==> config.mk <==
export PLATFORM = sky130hd
export DESIGN_NAME = ram_arbiter
export DESIGN_NICKNAME = d
export VERILOG_FILES = /design/src/rtl/ram_arbiter_pkg.sv /design/src/rtl/ram_arbiter_pick.sv /design/src/rtl/ram_arbiter.sv
export SDC_FILE = /design/constraint.sdc
export NUM_CORES = 1
export LEC_CHECK = 0
export ABC_CLOCK_PERIOD_IN_PS = 2350
export CAP_MARGIN = 25
export CORE_AREA = 10 10 113 115
export CTS_BUF_LIST = sky130_fd_sc_hd__clkbuf_2
export DETAILED_ROUTE_END_ITERATION = 6
export DIE_AREA = 0 0 123 125
export PLACE_DENSITY = 0.7
export SETUP_SLACK_MARGIN = 0.1
export SYNTH_ARGS = -nofsm -noshare
export SYNTH_HDL_FRONTEND = slang
export SYNTH_SLANG_ARGS = --single-unit
export TNS_END_PERCENT = 10
==> constraint.sdc <==
create_clock -name clk -period 2.35 [get_ports clk]
set_input_delay 0.47 -clock clk [delete_from_list [all_inputs] [get_ports clk]]
set_output_delay 0.47 -clock clk [all_outputs]
set_load 0.02 [all_outputs]
==> src/rtl/ram_arbiter_pkg.sv <==
// Shared constants for the two-master RAM arbiter: bus width, arbitration modes
// and requester identifiers.
package ram_arbiter_pkg;

   localparam int DATA_WIDTH = 32;

   localparam int ARB_ROUND_ROBIN = 0;
   localparam int ARB_FIXED       = 1;

   localparam logic REQ_ID_CORE = 1'b0;
   localparam logic REQ_ID_AUX  = 1'b1;

endpackage

==> src/rtl/ram_arbiter_pick.sv <==
// Combinational winner selection: bus lock first, then the sole requester,
// then round-robin or fixed priority.
module arbiter_pick #(
   parameter int MAX_LOCK_CYCLES = 8,
   parameter int COUNT_W         = $clog2(MAX_LOCK_CYCLES + 1)
) (
   input  logic [1:0]         valid,
   input  logic               lastGrant,
   input  logic               lockActive,
   input  logic               lockOwner,
   input  logic [COUNT_W-1:0] lockCount,
   input  logic               fixedPriority,
   output logic               winner,
   output logic               idle,
   output logic               lockBreak
);
   import ram_arbiter_pkg::*;

   localparam logic [COUNT_W-1:0] MAX_COUNT = COUNT_W'(MAX_LOCK_CYCLES);

   logic lockLive;

   always_comb begin
      winner    = REQ_ID_CORE;
      idle      = 1'b0;
      lockBreak = 1'b0;
      lockLive  = lockActive && valid[lockOwner];
      if (lockLive && (lockCount < MAX_COUNT)) begin
         winner = lockOwner;
      end else begin
         // A live lock that reached its budget yields to one normal arbitration.
         lockBreak = lockLive;
         case (valid)
            2'b01:   winner = REQ_ID_CORE;
            2'b10:   winner = REQ_ID_AUX;
            2'b11:   winner = fixedPriority ? REQ_ID_CORE : ~lastGrant;
            default: idle   = 1'b1;
         endcase
      end
   end

endmodule

==> src/rtl/ram_arbiter.sv <==
// Shares the single-ported main RAM between the core memory port (requester 0)
// and an auxiliary master (requester 1); routes one-cycle read data back.
module ram_arbiter #(
   parameter int DATA_WIDTH      = ram_arbiter_pkg::DATA_WIDTH,
   parameter int PRIORITY_MODE   = ram_arbiter_pkg::ARB_ROUND_ROBIN,
   parameter int MAX_LOCK_CYCLES = 8
) (
   input  logic                  clk,
   input  logic                  reset,
   input  logic                  req0_valid,
   input  logic                  req0_store,
   input  logic [DATA_WIDTH-1:0] req0_address,
   input  logic [DATA_WIDTH-1:0] req0_dataWrite,
   input  logic [3:0]            req0_byteSelect,
   input  logic                  req0_lock,
   output logic                  req0_grant,
   output logic                  req0_readValid,
   output logic [DATA_WIDTH-1:0] req0_dataRead,
   input  logic                  req1_valid,
   input  logic                  req1_store,
   input  logic [DATA_WIDTH-1:0] req1_address,
   input  logic [DATA_WIDTH-1:0] req1_dataWrite,
   input  logic [3:0]            req1_byteSelect,
   input  logic                  req1_lock,
   output logic                  req1_grant,
   output logic                  req1_readValid,
   output logic [DATA_WIDTH-1:0] req1_dataRead,
   input  logic [DATA_WIDTH-1:0] ramDataRead,
   output logic [DATA_WIDTH-1:0] addressOut,
   output logic [DATA_WIDTH-1:0] ramDataWrite,
   output logic [3:0]            byteSelect,
   output logic                  ramStore,
   output logic                  ramLoad
);
   import ram_arbiter_pkg::*;

   localparam int COUNT_W = $clog2(MAX_LOCK_CYCLES + 1);

   logic               lastGrant;
   logic               lockActive;
   logic               lockOwner;
   logic [COUNT_W-1:0] lockCount;
   logic               readPending;
   logic               readOwner;

   logic                  winner;
   logic                  idle;
   logic                  lockBreak;
   logic                  issue;
   logic                  winStore;
   logic                  winLock;
   logic [DATA_WIDTH-1:0] winAddress;
   logic [DATA_WIDTH-1:0] winData;
   logic [3:0]            winByteSelect;

   arbiter_pick #(
      .MAX_LOCK_CYCLES(MAX_LOCK_CYCLES),
      .COUNT_W        (COUNT_W)
   ) u_pick (
      .valid        ({req1_valid, req0_valid}),
      .lastGrant    (lastGrant),
      .lockActive   (lockActive),
      .lockOwner    (lockOwner),
      .lockCount    (lockCount),
      .fixedPriority(PRIORITY_MODE == ARB_FIXED),
      .winner       (winner),
      .idle         (idle),
      .lockBreak    (lockBreak)
   );

   assign issue         = ~idle & ~reset;
   assign winStore      = winner ? req1_store      : req0_store;
   assign winLock       = winner ? req1_lock       : req0_lock;
   assign winAddress    = winner ? req1_address    : req0_address;
   assign winData       = winner ? req1_dataWrite  : req0_dataWrite;
   assign winByteSelect = winner ? req1_byteSelect : req0_byteSelect;

   always_comb begin
      req0_grant   = 1'b0;
      req1_grant   = 1'b0;
      addressOut   = '0;
      ramDataWrite = '0;
      byteSelect   = 4'b0000;
      ramStore     = 1'b0;
      ramLoad      = 1'b0;
      if (issue) begin
         req0_grant   = (winner == REQ_ID_CORE);
         req1_grant   = (winner == REQ_ID_AUX);
         addressOut   = winAddress;
         ramDataWrite = winData;
         byteSelect   = winStore ? winByteSelect : 4'b0000;
         ramStore     = winStore;
         ramLoad      = ~winStore;
      end
   end

   // The RAM registers its read, so data arrives the cycle after the load strobe.
   assign req0_readValid = readPending && (readOwner == REQ_ID_CORE);
   assign req1_readValid = readPending && (readOwner == REQ_ID_AUX);
   assign req0_dataRead  = ramDataRead;
   assign req1_dataRead  = ramDataRead;

   always_ff @(posedge clk or posedge reset) begin
      if (reset) begin
         lastGrant   <= REQ_ID_AUX;
         lockActive  <= 1'b0;
         lockOwner   <= REQ_ID_CORE;
         lockCount   <= '0;
         readPending <= 1'b0;
         readOwner   <= REQ_ID_CORE;
      end else begin
         readPending <= issue & ~winStore;
         if (issue) begin
            lastGrant <= winner;
            if (!winStore) readOwner <= winner;
         end
         if (lockBreak) begin
            lockActive <= 1'b0;
            lockCount  <= '0;
         end else if (issue && winLock) begin
            lockActive <= 1'b1;
            lockOwner  <= winner;
            lockCount  <= (lockActive && lockOwner == winner) ? lockCount + COUNT_W'(1)
                                                              : COUNT_W'(1);
         end else begin
            lockActive <= 1'b0;
            lockCount  <= '0;
         end
      end
   end

endmodule

# Yosys cells after proc, flatten, opt, wreduce, memory -nomap -nowiden
# Cells that the tools add are included.
# classes
eq_ne,4
mux,25
n_lt_le_gt_ge,2
add_sub_neg,1
n_reduce_logical,9
bitwise_logic,9
# op_table
operator,count
$mux W32,4
$mux W4,6
$mux W1,14
$not A1 Y1,7
$logic_and A1 B1 Y1,6
$add A4 B1 Y4 const B,1
$eq A2 B2 Y1 const B,2
$lt A4 B4 Y1 const B,1
$reduce_and A2 Y1,2
$reduce_or A3 Y1,1
$and A1 B1 Y1,2
$eq A2 B1 Y1 const B,1
$lt A1 B2 Y1 const B,1
$pmux W1 S2,1
$eq A1 B1 Y1,1
# totals
out_inout_bits,138
inputBits,176
register_bits,9
wordCells,56

# Logic depth before layout (Yosys ltp)
# Gate-level depths: netlist (run 1).
# logic_depth
ltp_word,10
mapped_depth,6
depth_no_buf,4

# By module
# From an unflattened synthesis (run 1), not the netlist that was laid out.
# hier_totals
hier_cells,267
area_unflattened_um2,2011.9
# modules_own_cells
module,area_each_um2,seq_area_each_um2,cells_per_inst,instances
ram_arbiter,1955.6,226.5,258,1
arbiter_pick,56.3,0.0,9,1

# Worst setup path before layout (run 1)
# No wires, ideal clock.
# synth_path
path_type,in2out
start,in req1_valid
end,out addressOut[10]
required_ns,1.880
path_buffers,3
slack_ns,0.291
cell_stages,5
arrival_time_ns,1.589
cell_sequence,buf_2 o21bai_1 clkbuf_1 buf_1 a21oi_1
# synth_via
elab_chain_cells,8
elab_cells_between_ends,16
classes_between,eq/ne: 3; mux: 8; bitwise: 2; reduce/logical: 3
# synth_lines
item,line,source
"start, declared",ram_arbiter.sv:19,"input logic req1_valid,"
branches (longest 7 deep; another with $reduce_or A3 Y1),n/a,
$mux W32 (*),ram_arbiter.sv:86,if (issue) begin
"end, declared",ram_arbiter.sv:29,"output logic [DATA_WIDTH-1:0] addressOut,"
# Every way passes the cells marked *. The select of a mux whose other input is x is not followed.

# Worst setup path after layout (run 1)
# layout_path
start,reg lockCount[3]
end,out ramDataWrite[26]
# layout_via
elab_chain_cells,6
elab_cells_between_ends,8
classes_between,order compare: 1; mux: 4; bitwise: 2; reduce/logical: 1
# layout_lines
item,line,source
"start, declared",ram_arbiter.sv:42,logic [COUNT_W-1:0] lockCount;
"start signal, assigned",ram_arbiter.sv:123,lockCount <= (lockActive && lockOwner == winner) ? lockCount + COUNT_W'(1)
$lt A4 B4 Y1 (*),ram_arbiter_pick.sv:28,if (lockLive && (lockCount < MAX_COUNT)) begin
$logic_and A1 B1 Y1 (*),ram_arbiter_pick.sv:28,
$mux W1,ram_arbiter_pick.sv:28,
$not A1 Y1,ram_arbiter.sv:71,assign issue = ~idle & ~reset;
$and A1 B1 Y1,ram_arbiter.sv:71,
$mux W32 (*),ram_arbiter.sv:86,
"end, declared",ram_arbiter.sv:30,"output logic [DATA_WIDTH-1:0] ramDataWrite,"
# Every way passes the cells marked *; elsewhere a longest branch is shown, timed or not.

==> run summary, run 1 <==
outcome -> finished with violations
failing checks -> negative setup slack
vias in the first global route -> 3237
# clock sinks -> 9
Max Buffers Root-to-Sink -> 2
critical path's largest stage delay -> 0.41 ns
Final Core Density -> 45.0%
Reg area -> 226 um2
final hold vios -> 0
sw power -> 0.000594 W
register area share after synthesis -> 11.4%
Relative slew margins -> 76.3%
switching portion of total power -> 40.6%
Routed WL -> 12800 um
Gate Count Post-Synth -> 347
P_leak -> 2.03 nW
Reg clk slew, reported paths -> 0.09 ns
RSZ-0062 raised after global routing -> true
setup violators final -> 43
critical path cell sequence -> nand4bb_1 -> buf_4 -> o211ai_4 -> buf_6 -> buf_6 -> clkbuf_16 -> nand2_1 -> a21oi_2 -> buf_4
fillcell total -> 1040
CTS root buf -> clkbuf_2
fin. max-slew vios -> 0
Critical-path top delay cell -> dfrtp_1
clock share of power -> 6.6%
die area -> 15400 um2
Area after DPL -> 4010 um2
HP Class -> flop to flop
DPL Wire Length -> 8750 um
highest clock rate -> 412 MHz
final setup margin -> -0.0745 ns
fin crit period -> 2.42 ns
Synth Area per Inst -> 5.70 um2
1st-pass router iterations -> 4
CP max FO -> 5
Via Count -> 3095
Starting Density -> 18.7%
Finished Cell Area -> 4770 um2
Yosys cell types -> 32
TritonCTS clock tree -> yes
Gate power share -> 81.2%
# hold bufs at CTS -> 0
num rows -> 38
overflow left after global routing -> 0
# IOs -> 314
critical path data arrival time -> 1.95 ns
footprint of the multi-input gates -> 1490 um2
later-pin clock latency in the skew report -> 0.24 ns
Max-Cap Viols -> 0
Async SR Flop Fraction -> 100%
drt initial violations -> 85
# diodes -> 0
Post-synth top cells -> nand2_1 (131), a21oi_1 (70), buf_4 (64)
Peak VDD IR -> 0.180 mV
synth top area cells -> nand2_1 (25%), buf_4 (24%), a21oi_1 (18%)
Post-Syn Area -> 1980 um2
initial antenna violation count -> 0
global-route wire length before repair -> 17200 um
Crit Path Class -> flop to output port
CP required -> 1.88 ns
Avg Vias per Cell -> 4.60
area share of the largest cell type after synthesis -> 24.9%
final net count -> 711
DRC -> 0
Seq cells post-synth -> 9
P&R area growth vs syn -> 141%
die width -> 123 um
CP startpoint kind -> flop
Die Y -> 125 um
most common cell in the netlist -> nand2_1
Synth Warn # -> 0
Final GP Congestion -> 0.797
cell taking the most area after synthesis -> nand2_1
area of the core -> 10600 um2
Routed Antenna Nets -> 0
dpl ws -> -0.728 ns
CTS H-tree lvls -> 1
final period utilization -> 103%
worst slew pin tran -> 0.346 ns
IO Port Bufs -> 217
CP Capture Type -> output port
number of flops mapped to enable cells by yosys -> 0
Tot GR Track Use -> 13.7%
clock skew -> 0.00149 ns
Pwr Density -> 307 nW/um2
largest net degree at the start of global routing -> 46
share of post-route cells with drive strength above 1 -> 40.2%
Reg power frac -> 12.2%
TritonCTS buffer count -> 3
WL/cell -> 19.0 um
Synthesized Nets -> 524
Internal Power -> 0.000868 W
top_reg_cell synth -> dfrtp_1
-- critical path: cells and delay by family (launching register included) --
family                 cells  cell delay [ns]
and+or+nand+nor            2             0.29
buffers and inverters      5             0.79
AOI/OAI and AO/OA          2             0.22
DFF                        1             0.41
-- stage by stage --
stage / hold slack (ns) / TNS [ns] / std cells / total power, W
2_1_floorplan: 0.297 / 0 / 347 / 0.000701
3_3_place_gp: 0.530 / -39.00 / 639 / 0.00108
3_5_place_dp: 0.549 / -42.80 / 639 / 0.00109
4_1_cts: 0.571 / -0.280 / 658 / 0.00129
5_1_grt: 0.621 / -7.15 / 673 / 0.00155
6_report: 0.561 / -1.39 / 673 / 0.00146
-- path summary, 6_finish.rpt --
kind	startpoint	end	slack [ns]	depth (start not counted)
setup / recovery	lockCount[3]$_DFF_PP0_	ramDataWrite[26]	-0.07	9
hold / removal	readOwner$_DFFE_PP0P_	readOwner$_DFFE_PP0P_	0.56	2
setup reg to reg	lockCount[3]$_DFF_PP0_	lockCount[0]$_DFF_PP0_	0.41	8
hold reg to reg	readOwner$_DFFE_PP0P_	readOwner$_DFFE_PP0P_	0.56	2
max in group asynchronous	reset	lastGrant$_DFFE_PP1P_	1.41	3
min in group asynchronous	reset	lockActive$_DFF_PP0_	0.64	3
-- final cells by class --
class                      count  share of cell area, %
sequential                     9                   4.75
clock buffer                   4                  0.420
multi-input combinational    249                   31.3
tap                          140                   3.67
inverter                       1                 0.0787
timing repair buffer         270                   59.8
-- power groups by stage --
stage	combinational (W)	sequential, W	clock [W]
after global placement	0.000896	0.000180	0
after floorplan	0.000520	0.000181	0
final	0.00119	0.000178	0.0000968
after detailed placement	0.000909	0.000181	0
after global routing	0.00126	0.000180	0.000105
after CTS	0.00101	0.000179	0.000100
-- cells in the final DEF (no fill, tap or decap), drive strengths merged, types with 2 or more instances in the layout --
| cell | n |
|---|---|
| a21oi | 70 |
| clkdlybuf4s50 | 143 |
| nor2b | 4 |
| nor2 | 4 |
| clkbuf | 8 |
| dfrtp | 8 |
| nand2 | 131 |
| a31oi | 2 |
| nor3b | 2 |
| and3 | 2 |
| mux2i | 2 |
| nand3 | 12 |
| buf | 121 |
| nor3 | 2 |
| o21ai | 4 |
-- flip-flops by register name, indices dropped and copies added (netlist names) --
register	count
lastGrant	1
lockActive	1
lockCount	4
lockOwner	1
readOwner	1
readPending	1
-- kinds of logic (layout without fill, tap and decap cells) --
family          Yosys count  in the layout  synth area share, %
simple gates            163            163                 34.3
buf+inv                  89            275                 30.0
compound gates           81             81                 21.7
flops                     9              9                 11.4
xor+xnor                  2              2                0.886
mux                       2              2                 1.01
fa+ha+maj                 1              1                0.632
-- metal layers --
metal | vias to the layer above | wire, um | track usage, %
met1 | 1411 | 4330 | 13.4
met2 | 194 | 6360 | 24.1
met3 | 50 | 1620 | 7.02
met4 | 0 | 502 | 5.07
li1 | 1440 | - | -
met5 | - | 0 | 0
-- repair_timing --
item,4_1_cts,5_1_grt
endpoints found under the hold margin,0,0
setup endpoints to repair,72,71
buffers inserted,11,10
gates cloned,4,5
pin swaps,46,24
gates resized for setup,399,90
No activity file was read; power rests on OpenSTA's default activity.
==> inputs of run 2 (changes only) <==
--- a/config.mk
+++ b/config.mk
@@ -5,13 +5,14 @@
 export SDC_FILE = /design/constraint.sdc
 export NUM_CORES = 1
 export LEC_CHECK = 0
-export ABC_CLOCK_PERIOD_IN_PS = 2350
+export ABC_CLOCK_PERIOD_IN_PS = 2000
 export CAP_MARGIN = 25
-export CORE_AREA = 10 10 113 115
+export CORE_AREA = 10 10 114 116
 export CTS_BUF_LIST = sky130_fd_sc_hd__clkbuf_2
+export CTS_CLUSTER_SIZE = 28
 export DETAILED_ROUTE_END_ITERATION = 6
-export DIE_AREA = 0 0 123 125
-export PLACE_DENSITY = 0.7
+export DIE_AREA = 0 0 124 126
+export PLACE_DENSITY = 0.72
 export SETUP_SLACK_MARGIN = 0.1
 export SYNTH_ARGS = -nofsm -noshare
 export SYNTH_HDL_FRONTEND = slang
==> constraint.sdc (replaced) <==
create_clock -name clk -period 2 [get_ports clk]
set_input_delay 0.4 -clock clk [delete_from_list [all_inputs] [get_ports clk]]
set_output_delay 0.4 -clock clk [all_outputs]
set_load 0.02 [all_outputs]
==> run 2 against run 1 <==
Wire length shrank 11%. Flip-flop and latch count stayed put. The flow still finishes with violations (negative setup slack). Largest power group unchanged. Combinational power is 3% lower.
==> run summary, run 2 (synthesis results as in run 1) <==
outcome -> finished with violations
failing checks -> negative setup slack
Setup TNS Final -> -13.22 ns
max reg flops -> 4
Crit Path Class -> flop to output port
IO Port Bufs -> 217
Peak VDD IR -> 0.226 mV
final period utilization -> 111%
Relative slew margins -> 76.2%
die area -> 15600 um2
fin crit period -> 2.22 ns
num rows -> 38
final setup margin -> -0.221 ns
# diodes -> 0
share of post-route cells with drive strength above 1 -> 28.5%
DPL Wire Length -> 8820 um
CP Capture Type -> output port
clock skew -> 0.00361 ns
TritonCTS buffer count -> 3
final hold vios -> 0
Via Count -> 2928
vias in the first global route -> 3117
largest net degree at the start of global routing -> 43
DRC -> 0
worst slew pin tran -> 0.357 ns
Reg clk slew, reported paths -> 0.09 ns
Finished Cell Area -> 4180 um2
final net count -> 684
RSZ-0062 raised after global routing -> true
Routed Antenna Nets -> 0
HP Class -> flop to flop
R2R setup slack -> 0.19 ns
P&R area growth vs syn -> 111%
most frequent cells in the layout -> clkdlybuf4s50_1 (142), nand2_1 (119), buf_4 (71)
Reg area -> 226 um2
critical path data arrival time -> 1.82 ns
Area after DPL -> 4000 um2
footprint of the multi-input gates -> 1350 um2
Final GP Congestion -> 0.843
Starting Density -> 18.5%
Max-Cap Viols -> 0
overflow left after global routing -> 0
1st-pass router iterations -> 5
highest clock rate -> 450 MHz
commonest non-fill, non-tap cell in the layout -> clkdlybuf4s50_1
initial antenna violation count -> 0
Routed WL -> 11400 um
Tot GR Track Use -> 12.5%
drt initial violations -> 120
CP required -> 1.60 ns
die width -> 124 um
P_leak -> 1.83 nW
Pwr Density -> 354 nW/um2
area of the core -> 10700 um2
# hold bufs at CTS -> 0
fillcell total -> 1088
# clock sinks -> 9
CP startpoint kind -> flop
Final Core Density -> 39.1%
global-route wire length before repair -> 16100 um
CTS root buf -> clkbuf_2
dpl ws -> -0.893 ns
later-pin clock latency in the skew report -> 0.24 ns
most flop-heavy register -> lockCount
Max Buffers Root-to-Sink -> 2
setup violators final -> 72
CP max FO -> 33
Avg Vias per Cell -> 4.53
WL/cell -> 17.7 um
CTS H-tree lvls -> 1
TritonCTS clock tree -> yes
# IOs -> 314
Die Y -> 126 um
fin. max-slew vios -> 0
==> run 2: cell count changes in the layout (fill, tap and decap cells not counted), sizes merged <==
cell,before,now
buf,121,96
clkbuf,8,6
clkdlybuf4s15,1,0
clkdlybuf4s50,143,142
dlygate4sd2,1,2
dlymetal6s2s,0,1
==> run 2: layout make-up <==
type,count,share of cell area (%)
repair buffers,243,57.5
multi-input cells,249,32.3
inverters,1,0.0898
clock buffers,4,0.479
well taps,140,4.19
flip-flops and latches,9,5.42
==> run 2: layer usage <==
| layer | GRT usage (%) | wire, um | vias up |
|---|---|---|---|
| li1 | - | - | 1385 |
| met1 | 11.9 | 3900 | 1295 |
| met2 | 21.1 | 5400 | 208 |
| met3 | 7.46 | 1670 | 40 |
| met4 | 5.96 | 456 | 0 |
| met5 | 0 | 0 | - |
==> run 2: what timing repair did <==
action,in CTS,in global routing
gates resized for setup,397,19
pin swaps,42,7
buffers inserted,2,1
gates cloned,2,2
endpoints found under the setup margin,76,73
==> run 2: final timing paths <==
| path | end | startpoint | depth (start not counted) |
|---|---|---|---|
| worst max-delay path | ramDataWrite[11] | lastGrant$_DFFE_PP1P_ | 7 |
| worst min-delay path | readOwner$_DFFE_PP0P_ | readOwner$_DFFE_PP0P_ | 2 |
| worst max register to register | lockCount[0]$_DFF_PP0_ | lastGrant$_DFFE_PP1P_ | 7 |
| worst min register to register | readOwner$_DFFE_PP0P_ | readOwner$_DFFE_PP0P_ | 2 |
| max in group asynchronous | lastGrant$_DFFE_PP1P_ | reset | 3 |
| min in group asynchronous | readOwner$_DFFE_PP0P_ | reset | 3 |
==> run 2: worst max-delay path, stage by stage (launching register included) <==
cell     delay [ns]
dfstp_2        0.57
nand2_4        0.06
buf_4          0.14
o211a_4        0.29
buf_12         0.18
nand2_1        0.09
a21oi_1        0.07
buf_4          0.16
==> run 2: stage by stage <==
| step | hold WS (ns) | std cells | power, W |
|---|---|---|---|
| after global routing | 0.618 | 646 | 0.00157 |
| final | 0.569 | 646 | 0.00148 |
| after floorplan | 0.227 | 347 | 0.000829 |
| after global placement | 0.521 | 635 | 0.00126 |
| after detailed placement | 0.538 | 635 | 0.00127 |
| after CTS | 0.565 | 643 | 0.00145 |
==> run 2: where the power goes <==
part | switching [W] | internal [W] | leakage, nW
logic | 0.000537 | 0.000618 | 1.70
clock network | 0.0000613 | 0.0000532 | 0.0166
registers | 0.0000141 | 0.000199 | 0.116
total | 0.000612 | 0.000870 | 1.83
==> inputs of run 3 (changes only) <==
--- a/config.mk
+++ b/config.mk
@@ -12,6 +12,7 @@
 export CTS_CLUSTER_SIZE = 28
 export DETAILED_ROUTE_END_ITERATION = 6
 export DIE_AREA = 0 0 124 126
+export GPL_ROUTABILITY_DRIVEN = 0
 export PLACE_DENSITY = 0.72
 export SETUP_SLACK_MARGIN = 0.1
 export SYNTH_ARGS = -nofsm -noshare
==> results of run 3 <==
No change in the layout: final DEF, timing and power equal those of run 2.
